==> src/rtl/dispatch1to4.sv <==
// dispatch1to4: registered 1-to-4 dispatcher.
// One valid/ready input stream with a 2-bit destination select feeds four
// independent one-entry output registers, each with its own valid/ready
// handshake. A full port only blocks words aimed at itself.
// Optional build macro: DISPATCH1TO4_STATS_EN adds saturating per-port
// delivery counters (cnt0..cnt3) and an input stall counter (stall_cnt).
module dispatch1to4 #(
  parameter int unsigned DATA_SIZE = 32
) (
  input  logic                 clk,
  input  logic                 reset,
  input  logic [DATA_SIZE-1:0] in_data,
  input  logic [1:0]           in_sel,
  input  logic                 in_valid,
  output logic                 in_ready,
  output logic [DATA_SIZE-1:0] out0_data,
  output logic [DATA_SIZE-1:0] out1_data,
  output logic [DATA_SIZE-1:0] out2_data,
  output logic [DATA_SIZE-1:0] out3_data,
  output logic [3:0]           out_valid,
  input  logic [3:0]           out_ready
`ifdef DISPATCH1TO4_STATS_EN
  ,
  output logic [15:0]          cnt0,
  output logic [15:0]          cnt1,
  output logic [15:0]          cnt2,
  output logic [15:0]          cnt3,
  output logic [15:0]          stall_cnt
`endif
);

  logic [3:0]           vld_q, vld_d;
  logic [DATA_SIZE-1:0] dat_q [4];
  logic [DATA_SIZE-1:0] dat_d [4];
  logic [3:0]           drain;
  logic [3:0]           load;
  logic                 accept;

  // Selected port can take a word if empty or being drained this cycle.
  assign in_ready = ~vld_q[in_sel] | out_ready[in_sel];
  assign accept   = in_valid & in_ready;
  assign drain    = vld_q & out_ready;

  // Decode the accepted word onto exactly one port.
  always_comb begin
    for (int k = 0; k < 4; k++) begin
      load[k] = accept & (in_sel == 2'(k));
    end
  end

  // Per-port next state: load beats drain, so drain+load keeps the port full.
  always_comb begin
    vld_d = vld_q;
    for (int k = 0; k < 4; k++) begin
      dat_d[k] = dat_q[k];
      if (load[k]) begin
        vld_d[k] = 1'b1;
        dat_d[k] = in_data;
      end else if (drain[k]) begin
        vld_d[k] = 1'b0;
      end
    end
  end

  // Output registers with synchronous active-low reset.
  always_ff @(posedge clk) begin
    if (!reset) begin
      vld_q <= '0;
      for (int k = 0; k < 4; k++) begin
        dat_q[k] <= '0;
      end
    end else begin
      vld_q <= vld_d;
      for (int k = 0; k < 4; k++) begin
        dat_q[k] <= dat_d[k];
      end
    end
  end

  assign out_valid = vld_q;
  assign out0_data = dat_q[0];
  assign out1_data = dat_q[1];
  assign out2_data = dat_q[2];
  assign out3_data = dat_q[3];

`ifdef DISPATCH1TO4_STATS_EN
  logic [15:0] cnt_q [4];
  logic [15:0] cnt_d [4];
  logic [15:0] stall_q, stall_d;

  // Saturating counters: deliveries per port and cycles the producer waited.
  always_comb begin
    for (int k = 0; k < 4; k++) begin
      cnt_d[k] = cnt_q[k];
      if (drain[k] && (cnt_q[k] != 16'hFFFF)) begin
        cnt_d[k] = cnt_q[k] + 16'd1;
      end
    end
    stall_d = stall_q;
    if (in_valid && !in_ready && (stall_q != 16'hFFFF)) begin
      stall_d = stall_q + 16'd1;
    end
  end

  // Counter registers, cleared with the datapath.
  always_ff @(posedge clk) begin
    if (!reset) begin
      stall_q <= '0;
      for (int k = 0; k < 4; k++) begin
        cnt_q[k] <= '0;
      end
    end else begin
      stall_q <= stall_d;
      for (int k = 0; k < 4; k++) begin
        cnt_q[k] <= cnt_d[k];
      end
    end
  end

  assign cnt0      = cnt_q[0];
  assign cnt1      = cnt_q[1];
  assign cnt2      = cnt_q[2];
  assign cnt3      = cnt_q[3];
  assign stall_cnt = stall_q;
`endif

endmodule

==> config.mk <==
export PLATFORM = sky130hd
export DESIGN_NAME = dispatch1to4
export DESIGN_NICKNAME = d
export VERILOG_FILES = /design/src/rtl/dispatch1to4.sv
export SDC_FILE = /design/constraint.sdc
export NUM_CORES = 1
export LEC_CHECK = 0
export ABC_AREA = 1
export BUFFER_PORTS_ARGS = -buffer_cell sky130_fd_sc_hd__buf_2
export CAP_MARGIN = 20
export CORE_UTILIZATION = 37
export CTS_CLUSTER_DIAMETER = 80
export CTS_CLUSTER_SIZE = 20
export DETAILED_ROUTE_END_ITERATION = 10
export HOLD_SLACK_MARGIN = 0.12
export PLACE_DENSITY = 0.69
export SLEW_MARGIN = 20
export SYNTH_ARGS = -nofsm -noshare
export SYNTH_HDL_FRONTEND = slang
export SYNTH_SLANG_ARGS = --single-unit
==> constraint.sdc <==
create_clock -name clk -period 1.55 [get_ports clk]
set_input_delay 0.0775 -clock clk [delete_from_list [all_inputs] [get_ports clk]]
set_output_delay 0.0775 -clock clk [all_outputs]
set_load 0.1 [all_outputs]
==> impl_results.md, run 1 <==
* Status: finished with violations
* Violated checks: negative setup slack
* Cell row count at 48
* Slew Limit Fails at 0
* CORE AREA at between 15000 and 20000 sq um
* Synth Cell Area at 6590 sq um
* Startpoint Class: flop
* YS warnings at 0
* Initial core utilization at a little under two fifths
* Clock sink count at roughly 130
* Most instantiated cells after synthesis: inv_1 (273), nand2_1 (272), dfxtp_1 (132), nor2_1 (130), nand4_1 (128)
* Tcrit/Tclk final at 100%
* Port bufs at about 170
* TritonCTS clock tree: done
* Clock skew at 0.00770 ns
* Routed WL per cell at 13.5 um
* Hold Crit Class: in2reg
* Share of the synthesized area in the top cell type at between 40% and 50%
* Top_reg_cell synth: dfxtp_1
* Total Wirelength at 19.9 mm
* Die ar. at around 18000 sq um
* Final GP Congestion at about 0.8
* Setup Crit Path Kind: reg2out
* Synth area leaders: dfxtp_1 (40%), inv_1 (16%), nand2_1 (16%)
* Die height at between 100 and 150 um
* CTS HTree Levels at 4
* Root buf cell: clkbuf_16
* N_diodes at 0
* Power Dens Cells at 1160 nW/um^2
* RSZ-0062 raised after global routing: true
* Initial antenna violation count at 0
* CTS Buffer Depth at 2
* Fraction of layout cells with a size suffix above 1 at ~22%
* Nets at ~1300
* I/O pins at around 170
* IR drop worst, VDD at slightly below 0.8 mV
* Critical path required time at 1.47 ns
* Total grt overflow at 0
* Clk Latency, worst-skew pair at roughly 0.42 ns
* Num CTS Buffers at 17
* Synth Register Bits at 132
* Util after Layout at between 50% and 60%
* Max FO, Critical Path at 6
* Dpl ws at approximately 0.04 ns
* Syn_area_per_cell at around 6.3 sq um
* Slew Limit Headroom at 66.0%
* Final setup viols at 1
* Post-Syn Nets at 1083
* Fin. Hold Viols at 0
* Via Count at between 6000 and 7000
* Setup ws final at -0.00189 ns
* Placed cell count at roughly 1400
* DRC Markers at 0
* Clk slew on worst S/H paths at around 0.060 ns
* Synth area leader: dfxtp_1
* Fill cells at 1698
* Vias per cell at ~4.5
* Number of max-cap violations at 0
* ANT nets after route at 0
* Vias in the first global route at 5784
* Final min period at around 1.6 ns
* Pin count of the biggest net entering global routing at 79
* Drt first pass iters at 5
* DRT iter0 DRCs at approximately 410
* Static Leakage at approximately 5.0 nW
* Ys async rst share at 0%
* Peak Freq at 0.644 GHz
* Count leader, synth: inv_1
* Critical Path AT at between 1 and 1.5 ns
* Layout Area Growth over Synthesis at 36.2%
* Sequential share of the synthesized area at roughly 40%
* Chip Width at 135 um
* GRT Total Usage at 21.1%
* Gate Count Post-Synth at about 1000
* Non-Filler Instances at ~1500
* Count of cell types in the netlist at 19
* First-pass GRT wire length at 29.8 mm
* Placed wire-length estimate at between 10 and 15 mm
* Hold slack at 0.255 ns
* Slew @ Worst Pin at roughly 0.5 ns
* Crit end category: primary output
* Post-synth EDFFs at 0
[logic make-up (layout without fill, tap and decap cells)]
family	Yosys count	after routing	share of synthesized area [%]
flip-flops	132	132	40.1
AO/OA/AOI/OAI	4	4	0.304
buffers and inverters	365	570	22.7
AND/OR/NAND/NOR	541	542	36.9
[metrics by stage]
step	TNS (ns)	area (sq um)	total power, mW
global route	-0.101	8970	10.8
CTS	-0.371	8770	10.5
floorplan	0	6600	5.84
finish	-0.00189	8970	10.4
detailed placement	0	7750	6.32
global placement	0	7750	6.30
[metal layers]
metal	up-vias	global-route usage, %	share of wire, %
li1	3468	-	-
met2	243	33.4	47
met5	-	0	0
met1	2901	28.4	46
met4	0	5.87	0.69
met3	12	5.01	6.6
[placed cells by master (no fill, tap or decap), types with 2 or more instances in the layout]
cell	synthesis	final
inv_1	273	273
nand2_1	272	270
buf_2	13	170
nand4_1	128	128
dfxtp_1	132	128
nor2_1	130	127
dlygate4sd3_1	0	37
inv_2	23	23
clkbuf_16	0	22
buf_12	0	15
buf_4	1	14
a21oi_1	4	4
clkbuf_1	23	4
dfxtp_4	0	4
nor2_4	1	3
nand3_4	0	3
clkbuf_8	0	3
buf_16	0	3
nand3_2	5	2
nand3_1	2	2
nand2_2	1	2
nand2_4	0	2
clkinv_2	0	2
bufinv_16	0	2
buf_6	14	2
[registers in the layout, indices dropped and copies added (netlist names)]
| register | flops |
|---|---|
| dat_q | 128 |
| out_valid | 4 |
[worst paths after layout]
path                                           startpoint                        end  slack [ns]  depth (start not counted)
worst max-delay path            out_valid[2]$_SDFFE_PN0P_                   in_ready      -0.002                          7
worst min-delay path                             in_valid  out_valid[2]$_SDFFE_PN0P_        0.26                          4
worst max register to register  out_valid[2]$_SDFFE_PN0P_  dat_q[1][11]$_SDFFE_PN0P_        0.02                         11
worst min register to register  out_valid[3]$_SDFFE_PN0P_  out_valid[3]$_SDFFE_PN0P_        0.50                          2
[power by group]
part           switching (mW)  leakage, nW  internal, mW
clock                    1.47        0.284          2.56
combinational            2.12         3.67         0.599
sequential              0.105         1.08          3.58
total                    3.69         5.03          6.74
[worst max-delay path, cell delays in order (launching register included)]
cell     delay [ns]
dfxtp_4        0.35
nand2_1        0.05
nand2_1        0.09
nand2_2        0.07
nand2_4        0.11
nand2_8        0.07
buf_16         0.15
buf_16         0.16
[final cells by class]
cell class	count	area, sq um	share of cell area, %
Clock buffer	25	507	5.65
Clock inverter	4	70.1	0.781
Inverter	296	1110	12.4
Multi-Input combinational cell	546	2510	28.0
Sequential cell	132	2660	29.6
Tap cell	225	282	3.14
Timing Repair Buffer	245	1830	20.4
[what timing repair did]
action                                 CTS  global route
pin swaps                                2             3
gates cloned                             2             4
hold buffers                            37             0
endpoints found under the hold margin  132             0
resized for setup                        2            13
buffers inserted                         2             4
setup endpoints to repair                1           133
Power figures use the tool's default switching activity.
==> run 2: changes to the inputs <==
Clock period 1.55 ns to 1.5 ns, I/O delays scaled along.
==> impl_results.md, run 2 (synthesis results as in run 1) <==
* First-pass GRT wire length at approximately 30 mm
* I/O pins at about 170
* Placed cell count at about 1400
* Met3 wire length at 1.09 mm
* Critical path required time at about 1.4 ns
* Crit end category: primary output
* Fraction of layout cells with a size suffix above 1 at between 20% and 30%
* Die ar. at ~18000 sq um
* Final GP Congestion at slightly above 0.8
* N_diodes at 0
* Commonest non-fill, non-tap cell in the layout: inv_1
* Critical Path AT at between 1 and 1.5 ns
* Hold Path Depth at 4
* Fill cells at 1713
* Root buf cell: clkbuf_16
* Port bufs at around 170
* Final TNS setup at 0 ns
* Setup Crit Path Kind: reg2out
* DRC Markers at 0
* Die height at between 100 and 150 um
* Max FO, Critical Path at 6
* Via Count at approximately 6600
* Startpoint Class: flop
* Pin count of the biggest net entering global routing at 81
* Routed WL per cell at roughly 13 um
* Layout Area Growth over Synthesis at 35.2%
* Vias in the first global route at 5964
* Slew Limit Fails at 0
* Total grt overflow at 0
* Non-Filler Instances at around 1500
* Most used cell, CP: nand2_2
* WHS Endpoint: dat_q[1][31]$_SDFFE_PN0P_
* Total Wirelength at just under 20 mm
* Hold Crit Class: in2reg
* Clk Latency, worst-skew pair at ~0.41 ns
* Clk slew on worst S/H paths at roughly 0.06 ns
* Hold slack at about 0.18 ns
* Internal reg-to-reg setup slack at 0.04 ns
* R2R depth at 11
* Slew Limit Headroom at 66.1%
* Peak Freq at 0.668 GHz
* Reg2reg end: dat_q[1][3]$_SDFFE_PN0P_
* Tcrit/Tclk final at approximately 100%
* Dpl ws at 0.0197 ns
* CTS Buffer Depth at 2
* WL met2 at between 8 and 9 mm
* CORE AREA at 17400 sq um
* Drt first pass iters at 4
* Min-delay src: in_valid
* Static Leakage at 5.02 nW
* Chip Width at between 100 and 150 um
* Multi-input logic area at around 2500 sq um
* Power Dens Cells at 1180 nW/um^2
* DRT iter0 DRCs at 306
* Final min period at approximately 1.5 ns
* CTS HTree Levels at 4
* GRT Total Usage at 21.5%
* Setup ws final at roughly 0.0022 ns
* Clock skew at approximately 0.009 ns
* Largest Register: dat_q
* Cell row count at 48
* Placed wire-length estimate at 12.1 mm
* CP max stage delay at 0.34 ns
* Crit path max-delay cell type: dfxtp_4
* Reg area at roughly 2700 sq um
* Initial core utilization at between 30% and 40%
* Num CTS Buffers at 17
* IR drop worst, VDD at around 0.8 mV
* Nets at 1286
* Status: finished clean
* Initial antenna violation count at 0
* Post-Route M1 WL at a little over 9 mm
* Slew @ Worst Pin at roughly 0.51 ns
* TritonCTS clock tree: done
* ANT nets after route at 0
* Worst reg2reg startpoint: out_valid[2]$_SDFFE_PN0P_
* Final setup viols at 0
* Critical path, cell by cell: nand2_2 -> nand2_2 -> nand2_2 -> nand2_4 -> nand2_8 -> buf_16 -> buf_16
* Most frequent cells in the layout: inv_1 (273), nand2_1 (267), buf_2 (170)
* Vias per cell at 4.46
* Fin. Hold Viols at 0
* RSZ-0062 raised after global routing: true
* DR top layer: met4
* Max FFs per register at approximately 130
* Clock sink count at between 100 and 150
* Number of max-cap violations at 0
==> run 2: changes by cell type in the layout (fill, tap and decap cells not counted), moves of 2 or more <==
| cell | before | now |
|---|---|---|
| nand3_2 | 2 | 5 |
| buf_4 | 14 | 28 |
| nand3_4 | 3 | 0 |
| nand2_1 | 270 | 267 |
| nand2_2 | 2 | 5 |
| clkbuf_1 | 4 | 8 |
| bufbuf_16 | 0 | 2 |
| clkbuf_16 | 22 | 18 |
| buf_12 | 15 | 13 |
| buf_6 | 2 | 0 |
==> run 2: per-stage QoR <==
stage	utilization, %	cell area (sq um)	total power [mW]
finish	51.3	8900	10.5
global route	51.3	8900	10.9
CTS	51.1	8870	10.6
detailed placement	44.8	7780	6.54
global placement	44.8	7780	6.52
floorplan	-	6600	6.04
==> run 2: worst max path at each step <==
stage	depth (start not counted)	endpoint	start	slack (ns)
after global routing	10	dat_q[3][12]$_SDFFE_PN0P_	out_valid[0]$_SDFFE_PN0P_	-0.07
after floorplan	9	dat_q[0][10]$_SDFFE_PN0P_	out_valid[2]$_SDFFE_PN0P_	0.02
final	7	in_ready	out_valid[2]$_SDFFE_PN0P_	0.002
after global placement	11	dat_q[3][8]$_SDFFE_PN0P_	in_sel[0]	0.05
after CTS	7	in_ready	out_valid[0]$_SDFFE_PN0P_	-0.007
after detailed placement	11	dat_q[1][3]$_SDFFE_PN0P_	in_sel[1]	0.02
==> run 2: layout make-up <==
type	count	area share (%)
clock buffer	28	5.71
sequential	132	29.8
inverter	296	12.5
timing repair buffer	252	20.3
tap	225	3.16
clock inverter	3	0.478
multi-input combinational	546	28.0
==> run 2: critical path: cells and delay by family, from the launching register on <==
kind,cells,cell delay (ns)
buf+inv,2,0.30
flops,1,0.34
simple gates,5,0.35
==> run 2: where the power goes <==
part | switching (mW) | total (mW) | leakage, nW | internal (mW)
Clock | 1.46 | 3.92 | 0.264 | 2.46
Combinational | 2.17 | 2.79 | 3.68 | 0.615
Sequential | 0.107 | 3.80 | 1.08 | 3.70
Total | 3.74 | 10.5 | 5.02 | 6.77
==> run 2: what timing repair did <==
action                                 4_1_cts  5_1_grt
buffers inserted                             9        3
hold buffers                                37        0
endpoints found under the hold margin      132        0
pin swaps                                    3        2
setup endpoints to repair                    1      101
gates resized for setup                      5        3
gates cloned                                 3        0
==> run 2: layer usage <==
metal | global-route usage, % | up-vias
li1 | - | 3483
met1 | 28.5 | 2898
met2 | 34.3 | 200
met3 | 5.16 | 22
met4 | 6.37 | 0
met5 | 0 | -
